[config.mk]
export PLATFORM = sky130hd
export DESIGN_NAME = program_loader_host
export DESIGN_NICKNAME = d
export VERILOG_FILES = /design/src/rtl/program_loader_host.sv
export SDC_FILE = /design/constraint.sdc
export NUM_CORES = 1
export LEC_CHECK = 0
export CAP_MARGIN = 20
export CELL_PAD_IN_SITES_DETAIL_PLACEMENT = 1
export CELL_PAD_IN_SITES_GLOBAL_PLACEMENT = 1
export CORE_MARGIN = 10
export CORE_UTILIZATION = 48
export DETAILED_ROUTE_END_ITERATION = 6
export GPL_TIMING_DRIVEN = 1
export PLACE_DENSITY_LB_ADDON = 0.1
export REMOVE_ABC_BUFFERS = 1
export SLEW_MARGIN = 20
export SYNTH_ARGS = -nofsm -noshare
export SYNTH_HDL_FRONTEND = slang
export SYNTH_SLANG_ARGS = --single-unit
[constraint.sdc]
create_clock -name clk -period 4.1 [get_ports clk]
set_input_delay 0.82 -clock clk [delete_from_list [all_inputs] [get_ports clk]]
set_output_delay 0.82 -clock clk [all_outputs]
set_load 0.01 [all_outputs]
[src/rtl/program_loader_host.sv]
// rtl/program_loader_host.sv - host-side image loader and CPU start/run supervisor
// Streams bytes into memory, releases the CPU, handshakes start/done and supervises the run.
module program_loader_host #(
  parameter int ADDR_W       = 12,
  parameter int BASE_ADDR    = 0,
  parameter int START_CYC    = 2,
  parameter int DONE_TIMEOUT = 64,
  parameter int RUN_LIMIT    = 0
) (
  input  logic              clk,
  input  logic              rst,
  input  logic              ld_valid,
  input  logic [7:0]        ld_data,
  input  logic              ld_last,
  output logic              ld_ready,
  output logic [ADDR_W-1:0] mem_addr,
  output logic [7:0]        mem_wdata,
  output logic              mem_we,
  input  logic              cpu_done,
  output logic              cpu_start,
  output logic              cpu_rst,
  input  logic              abort,
  input  logic              err_clr,
  output logic              busy,
  output logic              run,
  output logic              err
);

  typedef enum logic [2:0] {
    S_IDLE,
    S_LOAD,
    S_RELEASE,
    S_START_HI,
    S_RUN,
    S_ERROR
  } state_t;

  localparam logic [ADDR_W-1:0] BASE = ADDR_W'(BASE_ADDR);
  localparam logic [ADDR_W-1:0] TOP  = '1;

  state_t            state, state_nxt;
  logic [ADDR_W-1:0] ptr, ptr_nxt;
  logic [31:0]       cnt, cnt_nxt;
  logic              seen_low, seen_low_nxt;
  logic              wr_nxt;
  logic              accept;
  logic              left_idle;

  assign accept    = ld_valid & ld_ready;
  // The CPU has acknowledged start once done has been seen low in START_HI.
  assign left_idle = seen_low | ~cpu_done;

  always_comb begin
    state_nxt    = state;
    ptr_nxt      = ptr;
    cnt_nxt      = cnt + 32'd1;
    seen_low_nxt = seen_low;
    wr_nxt       = 1'b0;
    case (state)
      S_IDLE, S_LOAD: begin
        if (accept) begin
          wr_nxt  = 1'b1;
          ptr_nxt = ptr + 1'b1;
          if (ld_last)          state_nxt = S_RELEASE;
          else if (ptr == TOP)  state_nxt = S_ERROR;
          else                  state_nxt = S_LOAD;
        end
      end
      S_RELEASE: begin
        if (cpu_done)                               state_nxt = S_START_HI;
        else if (cnt == 32'(DONE_TIMEOUT - 1))      state_nxt = S_ERROR;
      end
      S_START_HI: begin
        if (!cpu_done) seen_low_nxt = 1'b1;
        if (cnt >= 32'(START_CYC - 1) && left_idle) state_nxt = S_RUN;
        else if (!left_idle && cnt == 32'(DONE_TIMEOUT - 1)) state_nxt = S_ERROR;
      end
      S_RUN: begin
        if (abort)                                  state_nxt = S_IDLE;
        else if (cpu_done)                          state_nxt = S_IDLE;
        else if (RUN_LIMIT != 0 && cnt == 32'(RUN_LIMIT - 1)) state_nxt = S_IDLE;
      end
      S_ERROR: begin
        if (err_clr) state_nxt = S_IDLE;
      end
      default: state_nxt = S_IDLE;
    endcase
    // Per-state counters restart on every transition.
    if (state_nxt != state) begin
      cnt_nxt      = 32'd0;
      seen_low_nxt = 1'b0;
    end
    if (state_nxt == S_IDLE) ptr_nxt = BASE;
  end

  always_ff @(posedge clk or negedge rst) begin
    if (!rst) begin
      state    <= S_IDLE;
      ptr      <= BASE;
      cnt      <= 32'd0;
      seen_low <= 1'b0;
    end else begin
      state    <= state_nxt;
      ptr      <= ptr_nxt;
      cnt      <= cnt_nxt;
      seen_low <= seen_low_nxt;
    end
  end

  // Outputs are registered from the next state so they track the state register.
  always_ff @(posedge clk or negedge rst) begin
    if (!rst) begin
      ld_ready  <= 1'b0;
      mem_we    <= 1'b0;
      mem_addr  <= BASE;
      mem_wdata <= 8'd0;
      cpu_start <= 1'b0;
      cpu_rst   <= 1'b1;
      run       <= 1'b0;
      err       <= 1'b0;
      busy      <= 1'b0;
    end else begin
      ld_ready  <= (state_nxt == S_IDLE) || (state_nxt == S_LOAD);
      mem_we    <= wr_nxt;
      if (wr_nxt) begin
        mem_addr  <= ptr;
        mem_wdata <= ld_data;
      end
      cpu_start <= (state_nxt == S_START_HI);
      cpu_rst   <= !((state_nxt == S_RELEASE) || (state_nxt == S_START_HI) || (state_nxt == S_RUN));
      run       <= (state_nxt == S_RUN);
      err       <= (state_nxt == S_ERROR);
      busy      <= !((state_nxt == S_IDLE) || (state_nxt == S_ERROR));
    end
  end

endmodule

; ---- Word-level counts from Yosys, hierarchy flattened
; Index checks and enable logic that the tools add are counted.
[word_totals]
ff_bits = 75
in_bits = 15
elab_cells = 70
[classes]
addsub = 2
magnitude_cmp = 1
n_eq_ne = 14
n_mux = 20
bitwise_logic = 3
reduce_logical = 17
[op_table]
columns = cell, n
row1 = $mux 12, 3
row2 = $add 32x1->32 const B, 1
row3 = $eq 32x6->1 const B, 1
row4 = $ge 32x1->1 const B, 1
row5 = $mux 32, 1
row6 = $mux 3, 10
row7 = $pmux 3 s5, 1
row8 = $add 12x1->12 const B, 1
row9 = $eq 12x12->1 const B, 1
row10 = $eq 3x2->1 const B, 4
row11 = $eq 3x3->1 const B, 4
row12 = $eq 3x1->1 const B, 2
row13 = $logic_not 3->1, 2
row14 = $reduce_bool 2->1, 3
row15 = $mux 1, 5
row16 = $logic_or 1x1->1, 4
row17 = $reduce_and 2->1, 2
row18 = $logic_not 1->1, 3
row19 = $ne 3x3->1, 1
row20 = $logic_and 1x1->1, 2
row21 = $ne 2x1->1 const B, 1
row22 = $reduce_or 2->1, 1
row23 = $and 1x1->1, 1
row24 = $not 1->1, 1
row25 = $or 1x1->1, 1

; ---- Longest topological paths before layout
; Gate-level depths: netlist of run 1.
[logic_depth]
depth_word = 11
ltp_mapped = 10

; ---- Worst setup path before layout of run 1
; OpenSTA, ideal clock, no wires.
[synth_path]
kind = input to register
startpoint = in ld_valid
endpoint = reg cnt[2]
setup_time_ps = 136
arrival_time_ps = 2236
required_ps = 3964
path_slack_ps = 1728
cell_stages = 9
path_cell_list = nand4bb_1 buf_4 inv_4 nand4_4 nor4_1 a211oi_1 a21oi_2 buf_4 nor3_2
[synth_between]
elab_chain_len = 5
[synth_rtl]
columns = item, line
row1 = start: declaration, 12  ; input logic ld_valid,
row2 = $and 1x1->1, 49  ; assign accept = ld_valid & ld_ready;
row3 = $mux 3, 61  ; if (accept) begin
row4 = $pmux 3 s5, 59  ; case (state)
row5 = $ne 3x3->1, 89  ; if (state_nxt != state) begin
row6 = $mux 32, 89
row7 = named net cnt_nxt[2], 43  ; logic [31:0] cnt, cnt_nxt;
row8 = end signal: assignment, 105  ; cnt <= cnt_nxt;
row9 = end: declaration, 43
; The timed path passes the listed nets, and every way through them passes these cells.
; A chain may end at the register's enable or synchronous reset.

; ---- Worst setup path after layout of run 1
[layout_path]
startpoint = in ld_valid
endpoint = reg busy
[layout_between]
elab_chain_len = 6
[layout_rtl]
columns = item, line
row1 = $and 1x1->1 (*), 49
row2 = $mux 3 (*), 61
row3 = $pmux 3 s5 (*), 59
row4 = $eq 3x3->1 or $logic_not 3->1 (tied branches), 133  ; busy <= !((state_nxt == S_IDLE) || (state_nxt == S_ERROR));
row5 = $logic_or 1x1->1 (*), 133
row6 = $logic_not 1->1 (*), 133
row7 = end signal: assignment, 133
row8 = end: declaration, 24  ; output logic busy,
; Mark *: on every way between the ends. The rest lies on a longest branch, timed or not.

==> flow_summary.toml, run 1 <==
[floorplan]
initial_core_util_pct = 48.8
dieWidth_um = 111
io_pins = 42
rows = 33
coreArea_um2 = 8090
die-area_um2 = 12200
chipHeight_um = 111

[clock_tree]
ctsResizeCount = 0
numCtsBuffers = 9
clk_latency_ps = 360
cts_tree = "done"
cts-root-buf = "clkbuf_8"
path_clk_slew_ps = 90
htreeDepth = 3
cts_buffer_depth = 2
clkSinkCount = 75
cts_hold_buf = 0
post_cts_buffers = 0

[power_and_ir_drop]
power_leakage_nw = 1.99
power_density_nw_per_um2 = 537
irDropWorstVdd_mv = 0.332
switching_share_pct = 40.5
combPwrFrac_pct = 39.5
internal_power_mw = 1.47
power.total_mw = 2.47
p_seq_share_pct = 37.4
clockPowerShare_pct = 23.1
p_sw_uw = 998

[routing]
viasPerCell = 5.48
first_pass_iters = 4
drt_iter0_drc = 123
ant_nets = 0
num_vias = 2896
wire_per_inst_um = 16.7
routed_wl_mm = 8.79
drc = 0

[timing]
fmax_mhz = 324
whs_ps = 479
setup_viol = 0
worst-slew-pin-transition_ps = 947
slew_violations = 0
fin_ws_ps = 1020
max_slew_margin_pct = 36.9
final.setup.tns_ps = 0
rsz0062_at_grt = "no"
clock_skew_ps = 13.3
period_share_pct = 75.2
final-hold-violation-count = 0
period_needed_ps = 3080

[cells_and_area]
final_cells = 528
final_area_um2 = 4590
final_common_cell = "dfrtp_1"
multi_input_area_um2 = 1920
fin_nets = 437
n_fill_cell = 913
n_antenna_cell = 0
syn_to_final_growth_pct = 16.3
mostFrequentLayoutCells = "74 x dfrtp_1, 71 x nand2_1, 40 x clkdlybuf4s50_1"
register_area_um2 = 1880
drive_above_1_share_pct = 16.3
postLayoutCoreUtil_pct = 56.7

[grt]
grt_max_degree = 76
grt_pass1_vias = 3084
grt_pass1_wl_mm = 15.5
track_usage_pct = 14.8
antenna_found_initial = 0
overflow = 0

[logic_synthesis]
synth_cell_type_count = 53
synth-xor-area-share_pct = 9.10
synth_top_cell_by_area = "dfrtp_1"
ys_warn_count = 0
syn_area_um2 = 3950
synthTopCellsByArea = "dfrtp_1 47%, nor3_2 7.9%, nand2_1 6.8%"
synth_seq_area_share_pct = 47.6
synth_top_area_share_pct = 46.9
synthMuxAreaShare_pct = 0.507
ys_ff_latch = 75
synth_compound_area_share_pct = 6.06
synthSimpleGateAreaFrac_pct = 31.5
synth_enable_flop_cells = 0
synthCells = 379
synth_top_family_by_area = "simple AND/OR/NAND/NOR gates"
syn_area_per_cell_um2 = 10.4
synthArstFlopShare_pct = 100
synth-adder-area-share_pct = 1.27
synthFlopType = "dfrtp_1"

[setup_path]
path_class = "in -> reg"
worstPathArrival_ps = 3290
worst_ep_required_time_ps = 4300
crit_fanout = 26
cp-start-kind = "input port"
endpoint_kind = "flip-flop"

[place]
dp_cells = 512
place_area_um2 = 4390
place.gp.congestion = 0.832
io_buffer_count = 41
dp_hpwl_mm = 6.04
pre_cts_ws_ps = 608

[hold_path]
min_path_type = "reg -> reg"

[flow_run]
drv_cap = 0

[run_status]
status = "finished, final reports clean"
==> power groups by stage <==
stage	Clock [mW]	Combinational, mW	Sequential [mW]
floorplan	0	0.572	0.959
global placement	0	0.961	0.934
detailed placement	0	0.990	0.940
CTS	0.580	0.997	0.925
global route	0.616	1.08	0.941
finish	0.570	0.973	0.923
==> cells in the mapped netlist, types with 4 or more instances <==
library cell and instances:
nor3_2 31, inv_1 8, nand2_1 71, dfrtp_1 74, nand4_1 7, clkbuf_1 5, and4_1 7, ha_1 4
and3_1 12, nor4_1 10, xnor2_1 20, buf_4 4, nor3_1 7, buf_6 6, a21oi_1 18, xor2_1 21
and2_1 4, nand3_1 18, nor2_1 13
==> critical path, cell delays in order <==
cell and delay [ps]:
clkdlybuf4s50_1 440, nand4bb_1 180, inv_4 150, nand4_4 150, nor4_1 70, a211oi_1 510
nor4b_4 760, mux2i_1 180
==> area by class of cell <==
type,count,share of cell area [%]
clock buffer,10,2.78
tap,105,2.86
timing repair buffer,44,9.38
clock inverter,6,1.45
multi-input combinational,279,41.8
inverter,9,0.791
sequential,75,40.9
==> layer usage <==
| layer | share of wire [%] | vias to the layer above | track usage [%] |
|---|---|---|---|
| met3 | 3.1 | 11 | 3.19 |
| met5 | 0 | - | 0 |
| met2 | 50 | 35 | 25.2 |
| li1 | - | 1395 | - |
| met1 | 45 | 1455 | 17.8 |
| met4 | 1.6 | 0 | 5.99 |
==> path summary, 6_finish.rpt <==
| check | start | endpoint | slack [ps] | cells after the start |
|---|---|---|---|---|
| setup reg to reg | cnt[0] | busy | 1230 | 7 |
| hold / removal | mem_wdata[4] | mem_wdata[4] | 480 | 2 |
| min in group asynchronous | rst | busy | 600 | 1 |
| max in group asynchronous | rst | cnt[15] | 2880 | 1 |
| setup / recovery | ld_valid | busy | 1020 | 8 |
| hold reg to reg | mem_wdata[4] | mem_wdata[4] | 480 | 2 |
==> cell families (layout without fill, tap and decap cells) <==
group,Yosys count,after routing
AOI/OAI and AO/OA,34,34
xor gates and xnor gates,41,41
adders and majority gates,4,4
buffers and inverters,25,69
DFF,75,75
muxes,2,2
and+or+nand+nor,198,198
==> flip-flops by register name, summed over array words and instances (netlist names) <==
| signal | flops |
|---|---|
| busy | 1 |
| cnt | 32 |
| cpu_rst | 1 |
| cpu_start | 1 |
| err | 1 |
| ld_ready | 1 |
| mem_addr | 12 |
| mem_wdata | 8 |
| mem_we | 1 |
| ptr | 12 |
| run | 1 |
| seen_low | 1 |
| state | 3 |
Power figures use the tool's default switching activity.
==> inputs of run 2 (changes only) <==
CORE_UTILIZATION = 40   (was 48)
clock period = 2.6 ns   (was 4.1 ns; I/O delays follow)
==> run 2 against run 1 <==
  * Die area up 16%
  * Critical path type is now reg -> reg
  * Sequential cell count unchanged
  * Sequential share of layout area down 1.7 points
==> flow_summary.toml, run 2 (synthesized netlist as in run 1, its figures left out) <==
[grt]
grt_pass1_wl_mm = 15.8
grt_pass1_vias = 3134
grt_max_degree = 76
antenna_found_initial = 0
overflow = 0
track_usage_pct = 13.3

[place]
io_buffer_count = 41
place.gp.congestion = 0.800
dp_hpwl_mm = 6.43
dp_cells = 553

[clock_tree]
cts_buffer_depth = 2
clk_latency_ps = 360
cts-root-buf = "clkbuf_8"
cts_tree = "done"
post_cts_buffers = 0
path_clk_slew_ps = 80
htreeDepth = 3
clkSinkCount = 75
numCtsBuffers = 9

[setup_path]
slowest_delay_ps = 520
startpoint = "cnt[0]"
worst_ep_required_time_ps = 2860
worstPathArrival_ps = 2710
cp-start-kind = "flip-flop"
cp_slowest_cell = "or4b_1"
crit_fanout = 33
path_buf_inv = 1
critical_path.top_delay_family = "simple AND/OR/NAND/NOR gates"
path_cells = "ha_1, or4b_1, nor3_4, and3_2, o2bb2ai_2, o32ai_4, buf_12, nor3_1"
endpoint_kind = "flip-flop"
reg2reg_from = "cnt[0]"
path_class = "reg -> reg"

[floorplan]
chipHeight_um = 119
initial_core_util_pct = 40.7
rows = 36
coreArea_um2 = 9680
dieWidth_um = 119
io_pins = 42
die-area_um2 = 14200

[routing]
first_pass_iters = 4
viasPerCell = 5.17
wire_per_inst_um = 16.1
num_vias = 2941
drt_iter0_drc = 82
drc = 0
ant_nets = 0
routed_wl_mm = 9.14

[power_and_ir_drop]
power_leakage_nw = 2.06
power_density_nw_per_um2 = 861
irDropWorstVdd_mv = 0.339

[flow_run]
drv_cap = 0

[timing]
clock_skew_ps = 9.43
final-hold-violation-count = 0
fmax_mhz = 409
slew_violations = 0
worst-slew-pin-transition_ps = 478
rsz0062_at_grt = "no"
max_slew_margin_pct = 67.9
period_needed_ps = 2440
setup_viol = 0
period_share_pct = 94.0

[cells_and_area]
final_common_cell = "dfrtp_1"
largest-register = "cnt"
fin_nets = 450
final_cells = 569
n_antenna_cell = 0
drive_above_1_share_pct = 19.5
syn_to_final_growth_pct = 21.2
largest_register_ff_count = 32
mostFrequentLayoutCells = "74 x dfrtp_1, 71 x nand2_1, 40 x clkdlybuf4s50_1"
reg.largest.list = "cnt (32), mem_addr (12), ptr (12)"
postLayoutCoreUtil_pct = 49.4

[run_status]
status = "finished, final reports clean"

[hold_path]
min_path_type = "in -> async"
run 2: worst paths after layout:
path	endpoint	depth (start not counted)	slack (ps)
max	seen_low	8	160
min	busy	2	140
max reg2reg	seen_low	8	160
min reg2reg	mem_wdata[0]	2	480
max in group asynchronous	ptr[5]	2	2080
min in group clk	mem_wdata[0]	2	480
run 2: routing by layer:
| metal | share of wire (%) | GRT usage [%] | vias to the layer above | wire [um] |
|---|---|---|---|---|
| li1 | - | - | 1421 | - |
| met1 | 44 | 16.1 | 1477 | 4000 |
| met2 | 52 | 22.8 | 33 | 4710 |
| met3 | 3.3 | 3.07 | 10 | 298 |
| met4 | 1.4 | 4.52 | 0 | 126 |
| met5 | 0 | 0 | - | 0 |
run 2: cell type report:
| type | count | area (um2) |
|---|---|---|
| fill | 1093 | 4900 |
| inverter | 9 | 36.3 |
| clock buffer | 9 | 124 |
| timing repair buffer | 57 | 578 |
| sequential | 75 | 1880 |
| clock inverter | 7 | 68.8 |
| multi-input combinational | 279 | 1930 |
| tap | 133 | 166 |
run 2: through the flow:
| step | power, mW | setup TNS, ps | worst slack [ps] | hold slack [ps] | instance area [um2] |
|---|---|---|---|---|---|
| 6_report | 4.12 | 0 | 156 | 143 | 4780 |
| 5_1_grt | 4.40 | 0 | 17.8 | 191 | 4780 |
| 4_1_cts | 4.17 | 0 | 94.1 | 192 | 4770 |
| 3_5_place_dp | 3.25 | -2590 | -97.4 | 462 | 4580 |
| 3_3_place_gp | 3.21 | -730 | -37.2 | 456 | 4580 |
| 2_1_floorplan | 2.41 | -33200 | -1030 | 224 | 3820 |
run 2: where the power goes:
| part | internal, mW | switching (mW) |
|---|---|---|
| combinational | 0.707 | 1.05 |
| clock | 0.440 | 0.466 |
| sequential | 1.33 | 0.127 |
run 2: worst register-to-register path, delay by kind of cell, from the launching register on:
kind	cells	cell delay, ps
adders and majority gates	1	220
DFF	1	450
AOI/OAI and AO/OA	2	300
buffers and inverters	1	230
and+or+nand+nor	4	1160
run 2: timing repair:
item,in CTS,in global routing
hold buffers,0,0
setup endpoints to repair,0,24
gates resized for setup,0,3
==> inputs of run 3 (changes only) <==
CORE_MARGIN = 3   (was 10)
CTS_CLUSTER_DIAMETER = 30   (was unset)
==> run 3 against run 2 <==
  * First-iteration DRC count increased by 15%
  * Highest routed layer unchanged
  * Worst hold slack improved by 15 ps
  * Sequential share of layout area decreased by 0.087 points
  * Critical path type unchanged
  * Combinational power increased by 5%
  * Clock power decreased by 9.2%
  * Via count increased by 0.92%
  * Final cell count decreased by 0.70%
  * Clock skew increased by 2.2 ps
  * Largest cell class unchanged
==> flow_summary.toml, run 3 (synthesized netlist as in run 1, its figures left out) <==
[grt]
track_usage_pct = 17.3
overflow = 0
grt_pass1_vias = 3067
antenna_found_initial = 0
grt_pass1_wl_mm = 15.5
grt_max_degree = 42

[cells_and_area]
largest-register = "cnt"
fin_nets = 450
final_common_cell = "dfrtp_1"
reg.largest.list = "cnt (32), mem_addr (12), ptr (12)"
largest_register_ff_count = 32
drive_above_1_share_pct = 20.0
syn_to_final_growth_pct = 21.6
mostFrequentLayoutCells = "73 x dfrtp_1, 71 x nand2_1, 40 x clkdlybuf4s50_1"
final_cells = 565
n_antenna_cell = 0

[floorplan]
coreArea_um2 = 9420
initial_core_util_pct = 41.9
chipHeight_um = 105
dieWidth_um = 105
die-area_um2 = 11100
io_pins = 42
rows = 35

[clock_tree]
clkSinkCount = 75
cts_buffer_depth = 2
cts_tree = "done"
cts-root-buf = "clkbuf_8"
numCtsBuffers = 9
clk_latency_ps = 350
htreeDepth = 3
cts_hold_buf = 0
path_clk_slew_ps = 80

[timing]
max_slew_margin_pct = 62.5
rsz0062_at_grt = "no"
clock_skew_ps = 11.7
fmax_mhz = 415
slew_violations = 0
setup_viol = 0
worst-slew-pin-transition_ps = 563
final-hold-violation-count = 0
period_needed_ps = 2410
period_share_pct = 92.6

[setup_path]
reg2reg_from = "cnt[0]"
crit_fanout = 14
cp-start-kind = "flip-flop"
reg2reg_to = "cnt[28]"
worstPathArrival_ps = 2680
worst_r2r_path_depth = 8
path_class = "reg -> reg"
rrSetupSlack_ps = 190
worst_ep_required_time_ps = 2870
endpoint_kind = "flip-flop"

[routing]
drt_iter0_drc = 94
routed_wl_mm = 9.10
num_vias = 2968
wire_per_inst_um = 16.1
first_pass_iters = 4
drc = 0
viasPerCell = 5.25
ant_nets = 0

[power_and_ir_drop]
power_leakage_nw = 2.06
power.total_mw = 4.12
power_density_nw_per_um2 = 858
irDropWorstVdd_mv = 0.421

[place]
io_buffer_count = 41
place.gp.congestion = 0.783
dp_cells = 548
dp_hpwl_mm = 6.33

[hold_path]
min_path_type = "in -> async"

[run_status]
status = "finished, final reports clean"

[flow_run]
drv_cap = 0
[run 3: power breakdown]
part / internal, mW / switching, mW / leakage [nW]
clock network: 0.376 / 0.446 / 0.0859
registers: 1.34 / 0.125 / 1.01
logic: 0.762 / 1.07 / 0.963
total: 2.47 / 1.64 / 2.06
[run 3: how the worst max path moves through the flow]
stage          startpoint        to  slack, ps  cells past startpoint
2_1_floorplan    ld_valid    cnt[1]      -1030                      7
4_1_cts            cnt[0]   cpu_rst         50                      7
3_3_place_gp     ld_valid   cnt[31]         20                      9
6_report           cnt[0]   cnt[28]        190                      8
3_5_place_dp     ld_valid  seen_low       -100                      9
5_1_grt            cnt[0]   cnt[31]         50                      9
[run 3: final cells by class]
class	count	area (um2)
repair buffers	57	603
inverters	9	36.3
well taps	129	161
fillers	1058	4620
clock inverters	5	37.5
flip-flops and latches	75	1880
clock buffers	11	141
multi-input cells	279	1940
[run 3: per-stage QoR]
stage / setup slack [ps] / TNS, ps / instance area, um2 / utilization [%] / hold slack, ps
floorplan: -1030 / -33200 / 3820 / - / 224
global placement: 16.7 / 0 / 4590 / 48.7 / 456
detailed placement: -102 / -2430 / 4590 / 48.7 / 463
CTS: 45.1 / 0 / 4770 / 50.6 / 161
global route: 54.4 / 0 / 4800 / 51.0 / 185
finish: 193 / 0 / 4800 / 51.0 / 158
[run 3: repair_timing]
item                       CTS  global route
setup buffers                0             1
gates resized for setup      0             6
setup endpoints to repair    0            38
[run 3: worst max-delay path, stage by stage, from the launching register on]
cell and delay (ps):
dfrtp_2 460, ha_1 200, or4b_1 520, nor3_4 200
and3_2 240, o2bb2ai_2 150, o32ai_4 150, buf_12 200
nor3_2 180
[run 3: metal layers]
| metal | vias to the layer above | track usage (%) | part of all wire, % |
|---|---|---|---|
| met2 | 45 | 27.0 | 46 |
| met3 | 9 | 3.61 | 3.0 |
| met5 | - | 0 | 0 |
| met1 | 1491 | 24.1 | 50 |
| met4 | 0 | 5.44 | 1.2 |
| li1 | 1423 | - | - |
